==> src/rtl/gbar_pkg.sv <==
// Shared types and width helpers for the global barrier responder.
// Optional GBAR_PERF_EN build adds release/wait-cycle performance counters.
package gbar_pkg;

    localparam int PERF_W = 44;

    function automatic int id_width(input int num_barriers);
        return (num_barriers > 1) ? $clog2(num_barriers) : 1;
    endfunction

    function automatic int cid_width(input int num_cores);
        return (num_cores > 1) ? $clog2(num_cores) : 1;
    endfunction

    typedef enum logic {
        GBAR_IDLE    = 1'b0,
        GBAR_COLLECT = 1'b1
    } gbar_state_e;

    localparam int DEF_ID_W  = id_width(4);
    localparam int DEF_CID_W = cid_width(4);

    typedef struct packed {
        logic [DEF_ID_W-1:0]  id;
        logic [DEF_CID_W-1:0] size_m1;
        logic [DEF_CID_W-1:0] core_id;
    } gbar_req_t;

endpackage

==> src/rtl/gbar_entry.sv <==
// One barrier ID: collects core arrivals and strobes rel (combinational) on
// the arrival that completes the barrier; state is exposed for debug.
module gbar_entry
    import gbar_pkg::*;
#(
    parameter int NUM_CORES = 4,
    parameter int CID_W     = cid_width(NUM_CORES)
) (
    input  logic             clk,
    input  logic             reset,
    input  logic             arrive,
    input  logic [CID_W-1:0] core_id,
    input  logic [CID_W-1:0] size_m1,
    output logic             rel,
    output logic             pending_next,
    output gbar_state_e      state
);

    gbar_state_e          state_d;
    logic [NUM_CORES-1:0] mask_q;
    logic [CID_W:0]       count_q;
    logic [CID_W-1:0]     size_q;

    logic [NUM_CORES-1:0] core_bit;
    logic                 dup;
    logic [CID_W:0]       count_inc;
    logic                 complete;

    assign core_bit  = NUM_CORES'(1) << core_id;
    assign dup       = |(mask_q & core_bit);
    assign count_inc = count_q + (CID_W+1)'(1);
    // Only the first arrival's size counts; later sizes are never compared.
    assign complete  = (count_inc == ({1'b0, size_q} + (CID_W+1)'(1)));

    always_ff @(posedge clk) begin
        if (reset) state <= GBAR_IDLE;
        else       state <= state_d;
    end

    always_comb begin
        state_d = state;
        case (state)
            GBAR_IDLE:    if (arrive && (size_m1 != '0))     state_d = GBAR_COLLECT;
            GBAR_COLLECT: if (arrive && !dup && complete)    state_d = GBAR_IDLE;
            default:                                         state_d = GBAR_IDLE;
        endcase
    end

    always_comb begin
        rel = 1'b0;
        if (arrive) begin
            if (state == GBAR_IDLE) rel = (size_m1 == '0);
            else                    rel = !dup && complete;
        end
        pending_next = (state_d == GBAR_COLLECT);
    end

    always_ff @(posedge clk) begin
        if (reset) begin
            mask_q  <= '0;
            count_q <= '0;
            size_q  <= '0;
        end else if (arrive) begin
            if (state == GBAR_IDLE) begin
                if (size_m1 != '0) begin
                    mask_q  <= core_bit;
                    count_q <= (CID_W+1)'(1);
                    size_q  <= size_m1;
                end
            end else if (!dup) begin
                if (complete) begin
                    mask_q  <= '0;
                    count_q <= '0;
                end else begin
                    mask_q  <= mask_q | core_bit;
                    count_q <= count_inc;
                end
            end
        end
    end

    always_ff @(posedge clk) begin
        if (!reset && arrive && (state == GBAR_COLLECT)) begin
            assert (!dup) else $warning("gbar_entry: duplicate arrival from core %0d", core_id);
            assert (size_m1 == size_q) else $warning("gbar_entry: size_m1 %0d differs from latched %0d", size_m1, size_q);
        end
    end

endmodule

==> src/rtl/gbar_unit.sv <==
// Global barrier responder: routes arrivals to per-ID entries and broadcasts
// a registered one-cycle release. GBAR_PERF_EN adds perf_releases/perf_wait_cycles.
module gbar_unit
    import gbar_pkg::*;
#(
    parameter int NUM_BARRIERS = 4,
    parameter int NUM_CORES    = 4,
    parameter int ID_W         = id_width(NUM_BARRIERS),
    parameter int CID_W        = cid_width(NUM_CORES)
) (
    input  logic             clk,
    input  logic             reset,
    input  logic             req_valid,
    input  logic [ID_W-1:0]  req_id,
    input  logic [CID_W-1:0] req_size_m1,
    input  logic [CID_W-1:0] req_core_id,
    output logic             req_ready,
    output logic             rsp_valid,
    output logic [ID_W-1:0]  rsp_id,
`ifdef GBAR_PERF_EN
    output logic [PERF_W-1:0] perf_releases,
    output logic [PERF_W-1:0] perf_wait_cycles,
`endif
    output logic             busy
);

    // Handshake: a request is taken on any cycle with req_valid && req_ready;
    // req_ready is high whenever reset is low. rsp_valid is a pulse with no
    // backpressure, so the receiver must capture it in that cycle.
    logic                    fire;
    logic                    id_ok;
    logic                    core_ok;
    logic [NUM_BARRIERS-1:0] arrive;
    logic [NUM_BARRIERS-1:0] rel_vec;
    logic [NUM_BARRIERS-1:0] pend_next_vec;
    logic [NUM_BARRIERS-1:0] collect_now;
    gbar_state_e             state_vec [NUM_BARRIERS];

    assign req_ready = !reset;
    assign fire      = req_valid && req_ready;
    assign id_ok     = (32'(req_id) < NUM_BARRIERS);
    assign core_ok   = (32'(req_core_id) < NUM_CORES);

    for (genvar i = 0; i < NUM_BARRIERS; i++) begin : g_entry
        assign arrive[i]      = fire && id_ok && core_ok && (req_id == ID_W'(i));
        assign collect_now[i] = (state_vec[i] == GBAR_COLLECT);

        gbar_entry #(
            .NUM_CORES (NUM_CORES),
            .CID_W     (CID_W)
        ) u_entry (
            .clk          (clk),
            .reset        (reset),
            .arrive       (arrive[i]),
            .core_id      (req_core_id),
            .size_m1      (req_size_m1),
            .rel          (rel_vec[i]),
            .pending_next (pend_next_vec[i]),
            .state        (state_vec[i])
        );
    end

    // At most one arrival per cycle, so at most one release; req_id names it.
    always_ff @(posedge clk) begin
        if (reset) begin
            rsp_valid <= 1'b0;
            rsp_id    <= '0;
            busy      <= 1'b0;
        end else begin
            rsp_valid <= |rel_vec;
            rsp_id    <= (|rel_vec) ? req_id : '0;
            busy      <= |pend_next_vec;
        end
    end

`ifdef GBAR_PERF_EN
    always_ff @(posedge clk) begin
        if (reset) begin
            perf_releases    <= '0;
            perf_wait_cycles <= '0;
        end else begin
            if (rsp_valid && (perf_releases != '1))    perf_releases    <= perf_releases + 1'b1;
            if (busy && (perf_wait_cycles != '1))      perf_wait_cycles <= perf_wait_cycles + 1'b1;
        end
    end
`endif

    always_ff @(posedge clk) begin
        if (!reset) begin
            assert (busy == |collect_now) else $error("gbar_unit: busy out of step with entry states");
            if (req_valid) begin
                assert (id_ok && core_ok) else $error("gbar_unit: illegal req_id %0d or req_core_id %0d", req_id, req_core_id);
            end
        end
    end

endmodule
==> config.mk <==
export PLATFORM = sky130hd
export DESIGN_NAME = gbar_unit
export DESIGN_NICKNAME = d
export VERILOG_FILES = /design/src/rtl/gbar_pkg.sv /design/src/rtl/gbar_entry.sv /design/src/rtl/gbar_unit.sv
export SDC_FILE = /design/constraint.sdc
export NUM_CORES = 1
export LEC_CHECK = 0
export BUFFER_PORTS_ARGS = -buffer_cell sky130_fd_sc_hd__buf_2
export CORE_MARGIN = 2
export CORE_UTILIZATION = 60
export CTS_CLUSTER_DIAMETER = 80
export CTS_CLUSTER_SIZE = 14
export DETAILED_ROUTE_END_ITERATION = 6
export PLACE_DENSITY = 0.81
export SYNTH_ARGS = -nofsm -noshare
export SYNTH_HDL_FRONTEND = slang
export SYNTH_SLANG_ARGS = --single-unit
export TNS_END_PERCENT = 1
==> constraint.sdc <==
create_clock -name clk -period 2.74 [get_ports clk]
set_input_delay 0.548 -clock clk [delete_from_list [all_inputs] [get_ports clk]]
set_output_delay 0.548 -clock clk [all_outputs]
set_load 0.01 [all_outputs]
[Word-level counts from Yosys, hierarchy flattened]
Index checks and enable logic that the tools add are counted.
Word-level totals
  word-level logic and storage cells: 146
  bits of input ports: 9
  bits in registers: 44
  output and inout bits: 5
Cells by class
  shifts and indexed selects: 1
  bitwise logic cells: 13
  reduce and logical (&&, ||, !) cells: 48
  $add $sub $neg: 8
  muxes and demuxes: 46
  eq/ne operators: 11
Operators with widths (number)
  4-bit 2-to-1 mux: 13
  3-bit 2-to-1 mux: 13
  3-bit AND reduction: 8
  4-bit OR reduction: 6
  1-bit logical AND: 21
  4-bit bitwise AND: 4
  1-bit 2-to-1 mux: 16
  4-bit bitwise OR: 4
  2-bit by 1-bit adder with 3-bit output, second input constant: 4
  3-bit by 1-bit adder with 3-bit output, second input constant: 4
  3-bit equality test: 4
  2-bit nonzero test: 5
  2-bit != test, second input constant: 4
  1-bit one-hot mux with 2 select lines: 4
  1-bit zero test: 5
  1-bit inverter: 5
  2-bit equality test, second input constant: 2
  2-bit zero test: 2
  1-bit by 2-bit << shifter with 4-bit output, first input constant: 1
  2-bit by 1-bit equality test with 1-bit output, second input constant: 1
  2-bit OR reduction: 1

[Depth between registers and ports, before layout]
Gate-level depths: netlist of the first run.
  word-level depth: 10
  mapped depth: 7
  gate-level depth less buffers: 6

[By module]
From an unflattened synthesis of the first run, not the netlist that was laid out.
Unflattened totals
  cell total of the unflattened synthesis: 306
  area total of the unflattened synthesis: 2751.4 sq um
By module, submodules not included
  gbar_entry: sequential area each 200.2 sq um, area an instance 646.9 sq um, cells an instance 72, instances 4
  gbar_unit: sequential area each 80.1 sq um, area an instance 163.9 sq um, cells an instance 18, instances 1

[Worst setup path after synthesis of the first run]
OpenSTA, ideal clock, no wires.
  path kind: input-to-reg
  start: in reset
  end: reg g_entry[0].u_entry.count_q[1]
  arrival time: 1.959 ns
  required time: 2.612 ns
  setup time: 0.128 ns
  slack: 0.653 ns
  stages on the path: 7
  cell sequence: buf_6 or4b_4 buf_6 a211o_1 and2_0 a31oi_1 nor2_1
Between the ends
  longest elaborated chain between the ends: 4
RTL lines
  start: declaration: line gbar_unit.sv:12  | input logic reset,
  1-bit zero test
  1-bit logical AND: line gbar_unit.sv:40  | assign fire = req_valid && req_ready;
  1-bit logical AND: line gbar_unit.sv:45  | assign arrive[i] = fire && id_ok && core_ok && (req_id == ID_W'(i));
  3-bit AND reduction (no line)
  end signal: assignment: line gbar_entry.sv:67  | count_q <= (CID_W+1)'(1);
  end signal: assignment: line gbar_entry.sv:76  | count_q <= count_inc;
  end: declaration: line gbar_entry.sv:21  | logic [CID_W:0] count_q;
Parallel ways exist; a longest one is shown, timed or not.
A chain may end at the register's enable or synchronous reset.

[Worst setup path in the final report of the first run]
  start: reg g_entry[2].u_entry.count_q[0]
  end: reg busy
Between the ends
  longest elaborated chain between the ends: 6
RTL lines
  start: declaration: line gbar_entry.sv:21
  start signal: assignment: line gbar_entry.sv:67
  start signal: assignment: line gbar_entry.sv:76
  3-bit by 1-bit adder with 3-bit output: line gbar_entry.sv:31  | assign count_inc = count_q + (CID_W+1)'(1);
  3-bit equality test: line gbar_entry.sv:33  | assign complete = (count_inc == ({1'b0, size_q} + (CID_W+1)'(1)));
  1-bit logical AND: line gbar_entry.sv:44  | GBAR_COLLECT: if (arrive && !dup && complete) state_d = GBAR_IDLE;
  1-bit 2-to-1 mux: line gbar_entry.sv:44
  1-bit one-hot mux with 2 select lines: line gbar_entry.sv:42  | case (state)
  4-bit OR reduction: line gbar_unit.sv:72  | busy <= |pend_next_vec;
  end signal: assignment: line gbar_unit.sv:72
  end: declaration: line gbar_unit.sv:24  | output logic busy
Every way passes these cells.

==> results of run 1 <==
## cell type report
cell class              instances  area share
clock inverters                 1     0.00290
well taps                      50      0.0242
inverters                       5     0.00726
multi-input cells             213       0.561
repair buffers                 15      0.0310
clock buffers                   7      0.0334
flip-flops and latches         44       0.341
## worst max-delay path, stage by stage, from the launching register on
cell	delay (ns)
dfxtp_1	0.42
ha_1	0.24
xor3_1	0.36
or3_1	0.39
or3_1	0.33
a21oi_1	0.23
a41oi_1	0.16
## kinds of logic after synthesis
logic type	synth area share
flops	0.363
fa+ha+maj	0.0412
xor+xnor	0.0675
mux	0.0371
compound gates	0.219
simple gates	0.232
buf+inv	0.0407
## cells in the mapped netlist, types with 4 or more instances
cell	count
dfxtp_1	44
a21oi_1	36
nand2_1	27
nor2_1	21
nor3_1	19
o21ai_0	15
clkbuf_1	10
or2_2	9
ha_1	8
a31oi_1	7
a211oi_1	6
xor2_1	6
inv_1	5
nand3_1	5
nor3b_1	5
a211oi_4	4
mux4_2	4
nand4b_1	4
nor2b_1	4
## cells in the final DEF, fill, tap and decap left out, types with 3 or more instances in the layout
cell type / count
nand3_1: 5
dfxtp_1: 44
inv_1: 5
nand4b_1: 4
o21ai_0: 15
mux4_2: 4
nor2_1: 21
a21oi_1: 36
nand2_1: 27
buf_2: 13
nor3b_1: 5
a31oi_1: 7
xor3_1: 3
nor2b_1: 4
a211oi_4: 4
nor3_1: 19
a211oi_1: 6
or2_2: 9
clkbuf_8: 6
ha_1: 8
xor2_1: 6
a211o_1: 3
## power by group through the flow
stage,Clock [µW],Sequential [µW],Combinational (µW)
2_1_floorplan,0,674,99.7
3_3_place_gp,0,677,124
3_5_place_dp,0,678,126
4_1_cts,440,663,127
5_1_grt,465,665,142
6_report,438,663,128
## final timing paths
check,startpoint,to
max reg2reg,g_entry[2].u_entry.count_q[0]$_SDFFE_PP0P_,busy$_SDFF_PP0_
max,g_entry[2].u_entry.count_q[0]$_SDFFE_PP0P_,busy$_SDFF_PP0_
min,g_entry[1].u_entry.size_q[1]$_SDFFE_PP0P_,g_entry[1].u_entry.size_q[1]$_SDFFE_PP0P_
min reg2reg,g_entry[1].u_entry.size_q[1]$_SDFFE_PP0P_,g_entry[1].u_entry.size_q[1]$_SDFFE_PP0P_
## metal layers
metal	vias to the layer above	wire length, µm	GRT usage
met4	0	71	0.102
met1	932	2300	0.331
met5	-	0	0
met3	5	326	0.0600
li1	1020	-	-
met2	67	2410	0.409
## flip-flops by register name, summed over array words and instances (netlist names)
register and flops:
g_entry.u_entry.count_q 12, rsp_id 2, g_entry.u_entry.state 4, rsp_valid 1, g_entry.u_entry.size_q 8, g_entry.u_entry.mask_q 16, busy 1
## stage by stage
step	power [µW]	hold WS [ns]	instances
3_5_place_dp	804	0.455	327
2_1_floorplan	773	0.440	277
6_report	1230	0.467	335
4_1_cts	1230	0.466	335
3_3_place_gp	801	0.451	327
5_1_grt	1270	0.492	335
==> results.txt, run 1 <==
crit path max fanout: 4
pwr dens: 475 nW/µm²
Final Net Count: 301
DP Worst Slack: 0.445 ns
setup slack, reg-to-reg: 0.47 ns
Rel. slew slack: 0.582
vias per inst: 6.04
fmax: 441 MHz
area of the multi-input gates: 1450 µm²
power share of the clock group: 0.356
clock-pin transition on the worst setup and hold timing paths: 0.09 ns
Data required, critical path: 2.91 ns
Clock Path Buffers: 2
maximum VDD drop: 0.343 mV
#FFs+latches synth: 44
std cell rows: 23
dpl cell area: 2490 µm²
first-pass GRT wire length: 8690 µm
Filler cells: 346
Pins Over Slew Limit: 0
Post-Synthesis Cells: 277
fraction of layout cells with a size suffix above 1: 0.147
dpl hpwl: 3550 µm
Warnings, synthesis: 0
synth-to-layout area growth: 6.44%
min cycle time layout: 2.27 ns
switching part of the total: 0.265
worst setup margin: 0.470 ns
largest cells by area after synthesis: dfxtp_1, a21oi_1, nand2_1
final antenna-violating net count: 0
PortBufs: 13
Syn Area/Cell: 8.77 µm²
largest net degree at the start of global routing: 22
drt first pass iters: 4
Post-CTS Hold Fix Bufs: 0
vias in the first global route: 1911
Reg area: 881 µm²
initial antenna violation count: 0
Initial Util: 0.616
Seq pwr share: 0.539
clock latency on the worst-skew pair: 0.30 ns
post-CTS setup buffers: 0
EDFF count, synth: 0
crit path DAT: 2.44 ns
TNS Setup: 0 ns
Hold Crit Class: flop to flop
Seq/Total Area, Yosys: 0.363
status: complete, no violations
Int Pwr: 903 µW
Yosys cell types: 43
post-CTS sizing: 0
cells on worst reg2reg path: 6
Final setup viols: 0
Setup CP Type: flop to flop
RSZ-0062 raised after global routing: no
Pleak: 0.00100 µW
Starting DRT DRC Count: 148
Die Y: 67.6 µm
CTS sink cnt: 44
hold violation count in the final report: 0
Routed WL per cell: 15.3 µm
GRT overflow: 0
Root Buffer: clkbuf_8
area share of the largest cell type after synthesis: 0.363
Logic pwr share: 0.104
IO Pins: 14
Ant. Diodes: 0
CP Capture Type: flop
Net Sw Power: 326 µW
DR vias: 2024
Total Wirelength: 5110 µm
clock buffer count from CTS: 5
die width: 67.6 µm
Synth Flop Type: dfxtp_1
number of remaining DRC errors: 0
CTS tree: built
FFs w/ async S/R, synth: 0
gr usage total: 0.255
Slew @ Worst Pin: 0.626 ns
Die Area: 4570 µm²
core area: 3940 µm²
Max Clock Skew: 0.0117 ns
cell area after layout: 2590 µm²
worst hold stages: 2
post-route clock period utilization: 0.828
MaxCap Viol Count: 0
Netlist Area Pre-Place: 2430 µm²
Max H-tree Level: 2
area leader, netlist: dfxtp_1
RePlAce Congestion: 0.799
final core utilization: 0.656
nature of the critical path startpoint: flop
syn_nets: 294
Power figures use the tool's default switching activity.
==> run 2: changes to the inputs <==
clock period = 2.4 ns   (was 2.74 ns; I/O delays follow)
==> results.txt, run 2 (synthesis results as in run 1) <==
status: complete, no violations
switching part of the total: 0.243 (-0.0223)
post-CTS sizing: 0 (unchanged)
Clock Path Buffers: 2 (unchanged)
Starting DRT DRC Count: 98 (-34%)
Die Area: 4570 µm² (unchanged)
initial antenna violation count: 0 (unchanged)
crit path max fanout: 4 (unchanged)
RePlAce Congestion: 0.852 (+6.6%)
vias per inst: 5.95 (-1.5%)
r2r startpoint: g_entry[2].u_entry.count_q[0]$_SDFFE_PP0P_
Seq pwr share: 0.492 (-0.047)
pwr dens: 588 nW/µm² (+24%)
CTS tree: built
Final Net Count: 301 (unchanged)
RR Endpoint: busy$_SDFF_PP0_
top routing layer in use: met4
Pleak: 0.00102 µW (+2.0%)
std cell rows: 23 (unchanged)
Critical Path Source: g_entry[2].u_entry.count_q[0]$_SDFFE_PP0P_
Setup CP Type: flop to flop
hold violation count in the final report: 0 (unchanged)
metal2 WL: 2390 µm (-0.87%)
Ant. Diodes: 0 (unchanged)
clock-pin transition on the worst setup and hold timing paths: 0.09 ns (about the same)
power share of the clock group: 0.413 (+0.057)
post-CTS setup buffers: 0 (unchanged)
core area: 3940 µm² (unchanged)
crit path to: busy$_SDFF_PP0_
vias in the first global route: 1892 (-0.99%)
WL met3: 231 µm (-29%)
Hold Crit Class: input pin to flop
post-route clock period utilization: 0.900 (+0.0712)
Total Wirelength: 5060 µm (-0.94%)
Most flops, register: g_entry.u_entry.mask_q
number of remaining DRC errors: 0 (unchanged)
Routed WL per cell: 15.1 µm (-0.94%)
most frequent cells in the layout: dfxtp_1, a21oi_1, nand2_1
Root Buffer: clkbuf_8
PortBufs: 13 (unchanged)
maximum VDD drop: 0.398 mV (+16%)
Net Sw Power: 374 µW (+15%)
Data required, critical path: 2.58 ns (-0.33 ns)
fmax: 463 MHz (+5.1%)
synth-to-layout area growth: 7.78%
Int Pwr: 1160 µW (+29%)
gr usage total: 0.256 (+0.000262)
die width: 67.6 µm (unchanged)
DP Worst Slack: 0.187 ns (-0.257 ns)
MaxCap Viol Count: 0 (unchanged)
critical path cell sequence: ha_1 > xor3_1 > or3_1 > or3_1 > a21oi_1 > a41oi_1
largest net degree at the start of global routing: 37 (+68%)
Worst Hold Slack: 0.435 ns (-0.0317 ns)
Filler cells: 319 (-7.8%)
most used cell, CP: or3_1
Pins Over Slew Limit: 0 (unchanged)
GRT overflow: 0 (unchanged)
worst setup margin: 0.241 ns (-0.229 ns)
Max H-tree Level: 2 (unchanged)
min cycle time layout: 2.16 ns (-0.111 ns)
Logic pwr share: 0.096 (-0.008)
CP Capture Type: flop
RSZ-0062 raised after global routing: no
Metal-1 WL: 2370 µm (+2.9%)
CTS sink cnt: 44 (unchanged)
Slew @ Worst Pin: 0.628 ns (+0.00235 ns)
delay-heaviest family, CP: simple AND/OR/NAND/NOR gates
Initial Util: 0.616 (unchanged)
TNS Setup: 0 ns (unchanged)
Rel. slew slack: 0.578 (-0.00393)
DR vias: 1994 (-1.5%)
critical path's largest stage delay: 0.39 ns (-0.03 ns)
fraction of layout cells with a size suffix above 1: 0.151 (+0.00351)
drt first pass iters: 4 (unchanged)
number of flip-flops in the largest register: 16 (unchanged)
WP buf/inv: 0 (unchanged)
Max Clock Skew: 0.00814 ns (-0.00355 ns)
Levels on crit path: 6 (unchanged)
critical path's slowest cell: xor3_1
cells on worst reg2reg path: 6 (unchanged)
Post-CTS Hold Fix Bufs: 0 (unchanged)
final antenna-violating net count: 0 (unchanged)
first-pass GRT wire length: 8590 µm (-1.1%)
Final setup viols: 0 (unchanged)
IO Pins: 14 (unchanged)
dpl hpwl: 3470 µm (-2.4%)
nature of the critical path startpoint: flop
Die Y: 67.6 µm (unchanged)
Largest regs: g_entry.u_entry.mask_q (16), g_entry.u_entry.count_q (12), g_entry.u_entry.size_q (8)
crit path DAT: 2.34 ns (-0.10 ns)
setup slack, reg-to-reg: 0.24 ns (-0.23 ns)
clock latency on the worst-skew pair: 0.31 ns (about the same)
clock buffer count from CTS: 5 (unchanged)
most common cell after layout, fill and taps aside: dfxtp_1
run 2: cell count changes in the layout (fill, tap and decap cells not counted), sizes merged:
cell      previous run  this run
bufinv               0         1
clkinvlp             1         0
run 2: cell type report:
cell class,count,area (µm²),share of cell area
clock buffers,7,96.3,0.0368
clock inverters,1,30.0,0.0115
inverters,5,18.8,0.00717
multi-input cells,213,1450,0.554
flip-flops and latches,44,881,0.336
well taps,50,62.6,0.0239
repair buffers,15,80.1,0.0306
run 2: power by group through the flow:
stage | clock network [µW] | registers (µW) | logic (µW)
6_report | 635 | 756 | 147
5_1_grt | 672 | 759 | 163
4_1_cts | 644 | 756 | 146
3_5_place_dp | 0 | 773 | 144
3_3_place_gp | 0 | 773 | 142
2_1_floorplan | 0 | 769 | 114
run 2: per-layer routing:
metal,global-route usage,up-vias
met3,0.0617,7
met2,0.431,26
met1,0.316,940
met4,0.0918,0
met5,0,-
li1,-,1021
run 2: worst min path at each step:
stage | startpoint | cells after the start | endpoint
detailed placement | g_entry[1].u_entry.size_q[1]$_SDFFE_PP0P_ | 2 | g_entry[1].u_entry.size_q[1]$_SDFFE_PP0P_
global placement | g_entry[0].u_entry.size_q[1]$_SDFFE_PP0P_ | 2 | g_entry[0].u_entry.size_q[1]$_SDFFE_PP0P_
global route | reset | 2 | g_entry[2].u_entry.size_q[1]$_SDFFE_PP0P_
CTS | reset | 2 | g_entry[2].u_entry.size_q[0]$_SDFFE_PP0P_
finish | reset | 2 | g_entry[2].u_entry.size_q[1]$_SDFFE_PP0P_
floorplan | g_entry[0].u_entry.size_q[1]$_SDFFE_PP0P_ | 2 | g_entry[0].u_entry.size_q[1]$_SDFFE_PP0P_
run 2: through the flow:
stage                     area, µm²  power (µW)   util  cells
after floorplan                2430         883      -    277
after global placement         2490         915  0.632    327
after detailed placement       2490         918  0.632    327
after CTS                      2620        1550  0.664    335
after global routing           2620        1590  0.664    335
final                          2620        1540  0.664    335
run 2: worst register-to-register path, stage by stage, from the launching register on:
cell and delay (ns):
dfxtp_1 0.35, ha_1 0.25, xor3_1 0.39, or3_1 0.39, or3_1 0.34, a21oi_1 0.19
a41oi_1 0.13
==> run 3: changes to the inputs <==
ABC_AREA = 1   (was default)
ABC_CLOCK_PERIOD_IN_PS = 2400   (was default)
PLACE_DENSITY = 0.8   (was 0.81)
SYNTH_HIERARCHICAL = 1   (was default)
==> results.txt, run 3 <==
status: complete, no violations
most frequent cells after synthesis: nand2_1, nor2_1, inv_1
IO Pins: 14 (unchanged)
post-CTS setup buffers: 0 (unchanged)
syn_nets: 519 (+77%)
vias per inst: 5.02 (-16%)
area leader, netlist: dfxtp_1
Hold Crit Class: input pin to flop
crit path max fanout: 6 (+2)
Clock Path Buffers: 2 (unchanged)
Yosys cell types: 19 (-56%)
Data required, critical path: 2.63 ns (+0.05 ns)
#FFs+latches synth: 44 (unchanged)
dpl cell area: 3140 µm² (+26%)
cells on worst reg2reg path: 11 (+5)
Total Wirelength: 6190 µm (+22%)
vias in the first global route: 2622 (+39%)
fraction of layout cells with a size suffix above 1: 0.139 (-0.0121)
Ant. Diodes: 0 (unchanged)
Syn Area/Cell: 6.04 µm² (-31%)
std cell rows: 25 (+8.7%)
RSZ-0062 raised after global routing: no
Seq/Total Area, Yosys: 0.290 (-0.0722)
worst setup margin: 0.587 ns (+0.347 ns)
die width: 75.1 µm (+11%)
Routed WL per cell: 10.6 µm (-30%)
Max Clock Skew: 0.00891 ns (+0.000765 ns)
Initial Util: 0.634 (+0.0177)
Max H-tree Level: 2 (unchanged)
worst hold stages: 3 (+1)
maximum VDD drop: 0.297 mV (-25%)
most common cell after layout, fill and taps aside: nand2_1
CP Capture Type: flop
pwr dens: 460 nW/µm² (-22%)
TNS Setup: 0 ns (unchanged)
first-pass GRT wire length: 11000 µm (+28%)
Int Pwr: 1060 µW (-9.2%)
fmax: 552 MHz (+19%)
Rel. slew slack: 0.626 (+0.0484)
number of remaining DRC errors: 0 (unchanged)
Setup CP Type: flop to flop
area share of the largest cell type after synthesis: 0.290 (-0.0722)
Final setup viols: 0 (unchanged)
Post-CTS Hold Fix Bufs: 0 (unchanged)
Largest regs: g_entry.u_entry/mask_q (16), g_entry.u_entry/count_q (12), g_entry.u_entry/size_q (8)
CTS tree: built
initial antenna violation count: 0 (unchanged)
switching part of the total: 0.288 (+0.0448)
post-route clock period utilization: 0.755 (-0.144)
core area: 4790 µm² (+21%)
Reg area: 881 µm² (unchanged)
Netlist Area Pre-Place: 3030 µm² (+25%)
Seq pwr share: 0.520 (+0.028)
GRT overflow: 0 (unchanged)
final antenna-violating net count: 0 (unchanged)
Logic pwr share: 0.151 (+0.055)
Post-Synthesis Cells: 502 (+81%)
synth-to-layout area growth: 6.47%
nature of the critical path startpoint: flop
Most flops, register: g_entry.u_entry/mask_q
Synth Flop Type: dfxtp_1
PortBufs: 13 (unchanged)
Root Buffer: clkbuf_8
area of the multi-input gates: 1750 µm² (+21%)
MaxCap Viol Count: 0 (unchanged)
dpl hpwl: 4570 µm (+32%)
DP Worst Slack: 0.418 ns (+0.230 ns)
Pins Over Slew Limit: 0 (unchanged)
RePlAce Congestion: 0.847 (-0.54%)
largest cells by area after synthesis: dfxtp_1, nand2_1, nor2_1
DR vias: 2939 (+47%)
clock latency on the worst-skew pair: 0.30 ns (about the same)
FFs w/ async S/R, synth: 0 (unchanged)
power share of the clock group: 0.329 (-0.084)
EDFF count, synth: 0 (unchanged)
top-count cell post-synth: nand2_1
Final Net Count: 535 (+78%)
Warnings, synthesis: 6 (+6)
Net Sw Power: 427 µW (+14%)
crit path DAT: 2.05 ns (-0.29 ns)
Starting DRT DRC Count: 184 (+88%)
clock-pin transition on the worst setup and hold timing paths: 0.08 ns (about the same)
drt first pass iters: 4 (unchanged)
post-CTS sizing: 0 (unchanged)
final core utilization: 0.675 (+0.0108)
Placed Cells: 578 (+77%)
hold violation count in the final report: 0 (unchanged)
Pleak: 0.00167 µW (+63%)
cell area after layout: 3230 µm² (+23%)
Slew @ Worst Pin: 0.556 ns (-0.0721 ns)
Die Y: 75.1 µm (+11%)
clock buffer count from CTS: 5 (unchanged)
Die Area: 5640 µm² (+23%)
CTS sink cnt: 44 (unchanged)
min cycle time layout: 1.81 ns (-0.347 ns)
Final Non-Filler Cells: 586 (+75%)
gr usage total: 0.247 (-0.00893)
largest net degree at the start of global routing: 25 (-32%)
most frequent cells in the layout: nand2_1, nor2_1, inv_1
number of flip-flops in the largest register: 16 (unchanged)
Filler cells: 445 (+39%)
run 3: cell types whose count changed after synthesis, sizes merged, moves of 20 or more:
cell and change:
nand3 +23, a21oi -23, inv +83, nand2 +136, o22ai +20, nor2 +77
run 3: worst paths after layout:
path              slack (ns)                                          to                                       start
setup / recovery        0.59                        rsp_id[1]$_SDFF_PP0_  g_entry[3].u_entry/count_q[0]$_SDFFE_PP0P_
hold / removal          0.44                        rsp_id[1]$_SDFF_PP0_                                   req_id[1]
hold reg to reg         0.52  g_entry[1].u_entry/count_q[1]$_SDFFE_PP0P_  g_entry[1].u_entry/count_q[1]$_SDFFE_PP0P_
setup reg to reg        0.59                        rsp_id[1]$_SDFF_PP0_  g_entry[3].u_entry/count_q[0]$_SDFFE_PP0P_
run 3: final cells by class:
type                    count  share of cell area
multi-input cells         362               0.543
flip-flops and latches     44               0.273
inverters                  92               0.110
well taps                  67              0.0259
clock buffers               6              0.0256
repair buffers             13              0.0201
clock inverters             2             0.00310
run 3: metrics by stage:
stage | total power (µW) | hold WS [ns]
after floorplan | 952 | 0.479
after global placement | 1000 | 0.501
after detailed placement | 1010 | 0.513
after CTS | 1500 | 0.433
after global routing | 1560 | 0.453
final | 1490 | 0.442
run 3: worst max-delay path, stage by stage (launching register included):
cell	delay, ns
dfxtp_1	0.36
ha_1	0.33
inv_1	0.05
nand2_1	0.05
nand2_1	0.06
nor2_2	0.13
nand3_1	0.23
o22ai_1	0.25
nor2_1	0.06
nand2_1	0.06
nand2_1	0.08
nor2_1	0.09
run 3: layer usage:
metal | vias up | part of all wire | global-route usage
li1 | 1590 | - | -
met1 | 1302 | 0.49 | 0.332
met2 | 45 | 0.47 | 0.408
met3 | 2 | 0.038 | 0.0415
met4 | 0 | 0.0047 | 0.0675
met5 | - | 0 | 0
run 3: cell families (layout without fill, tap and decap cells):
family	count (synthesis)	count (layout)	synth area share
AND/OR/NAND/NOR	309	309	0.444
buffers and inverters	96	113	0.132
AO/OA/AOI/OAI	45	45	0.101
flip-flops	44	44	0.290
adder cells (fa/ha/maj)	8	8	0.0330
run 3: power groups by stage:
stage	clock [µW]	sequential, µW	combinational (µW)
final	489	773	224
after global routing	529	776	259
after CTS	505	772	223
after detailed placement	0	789	222
after global placement	0	789	216
after floorplan	0	782	170
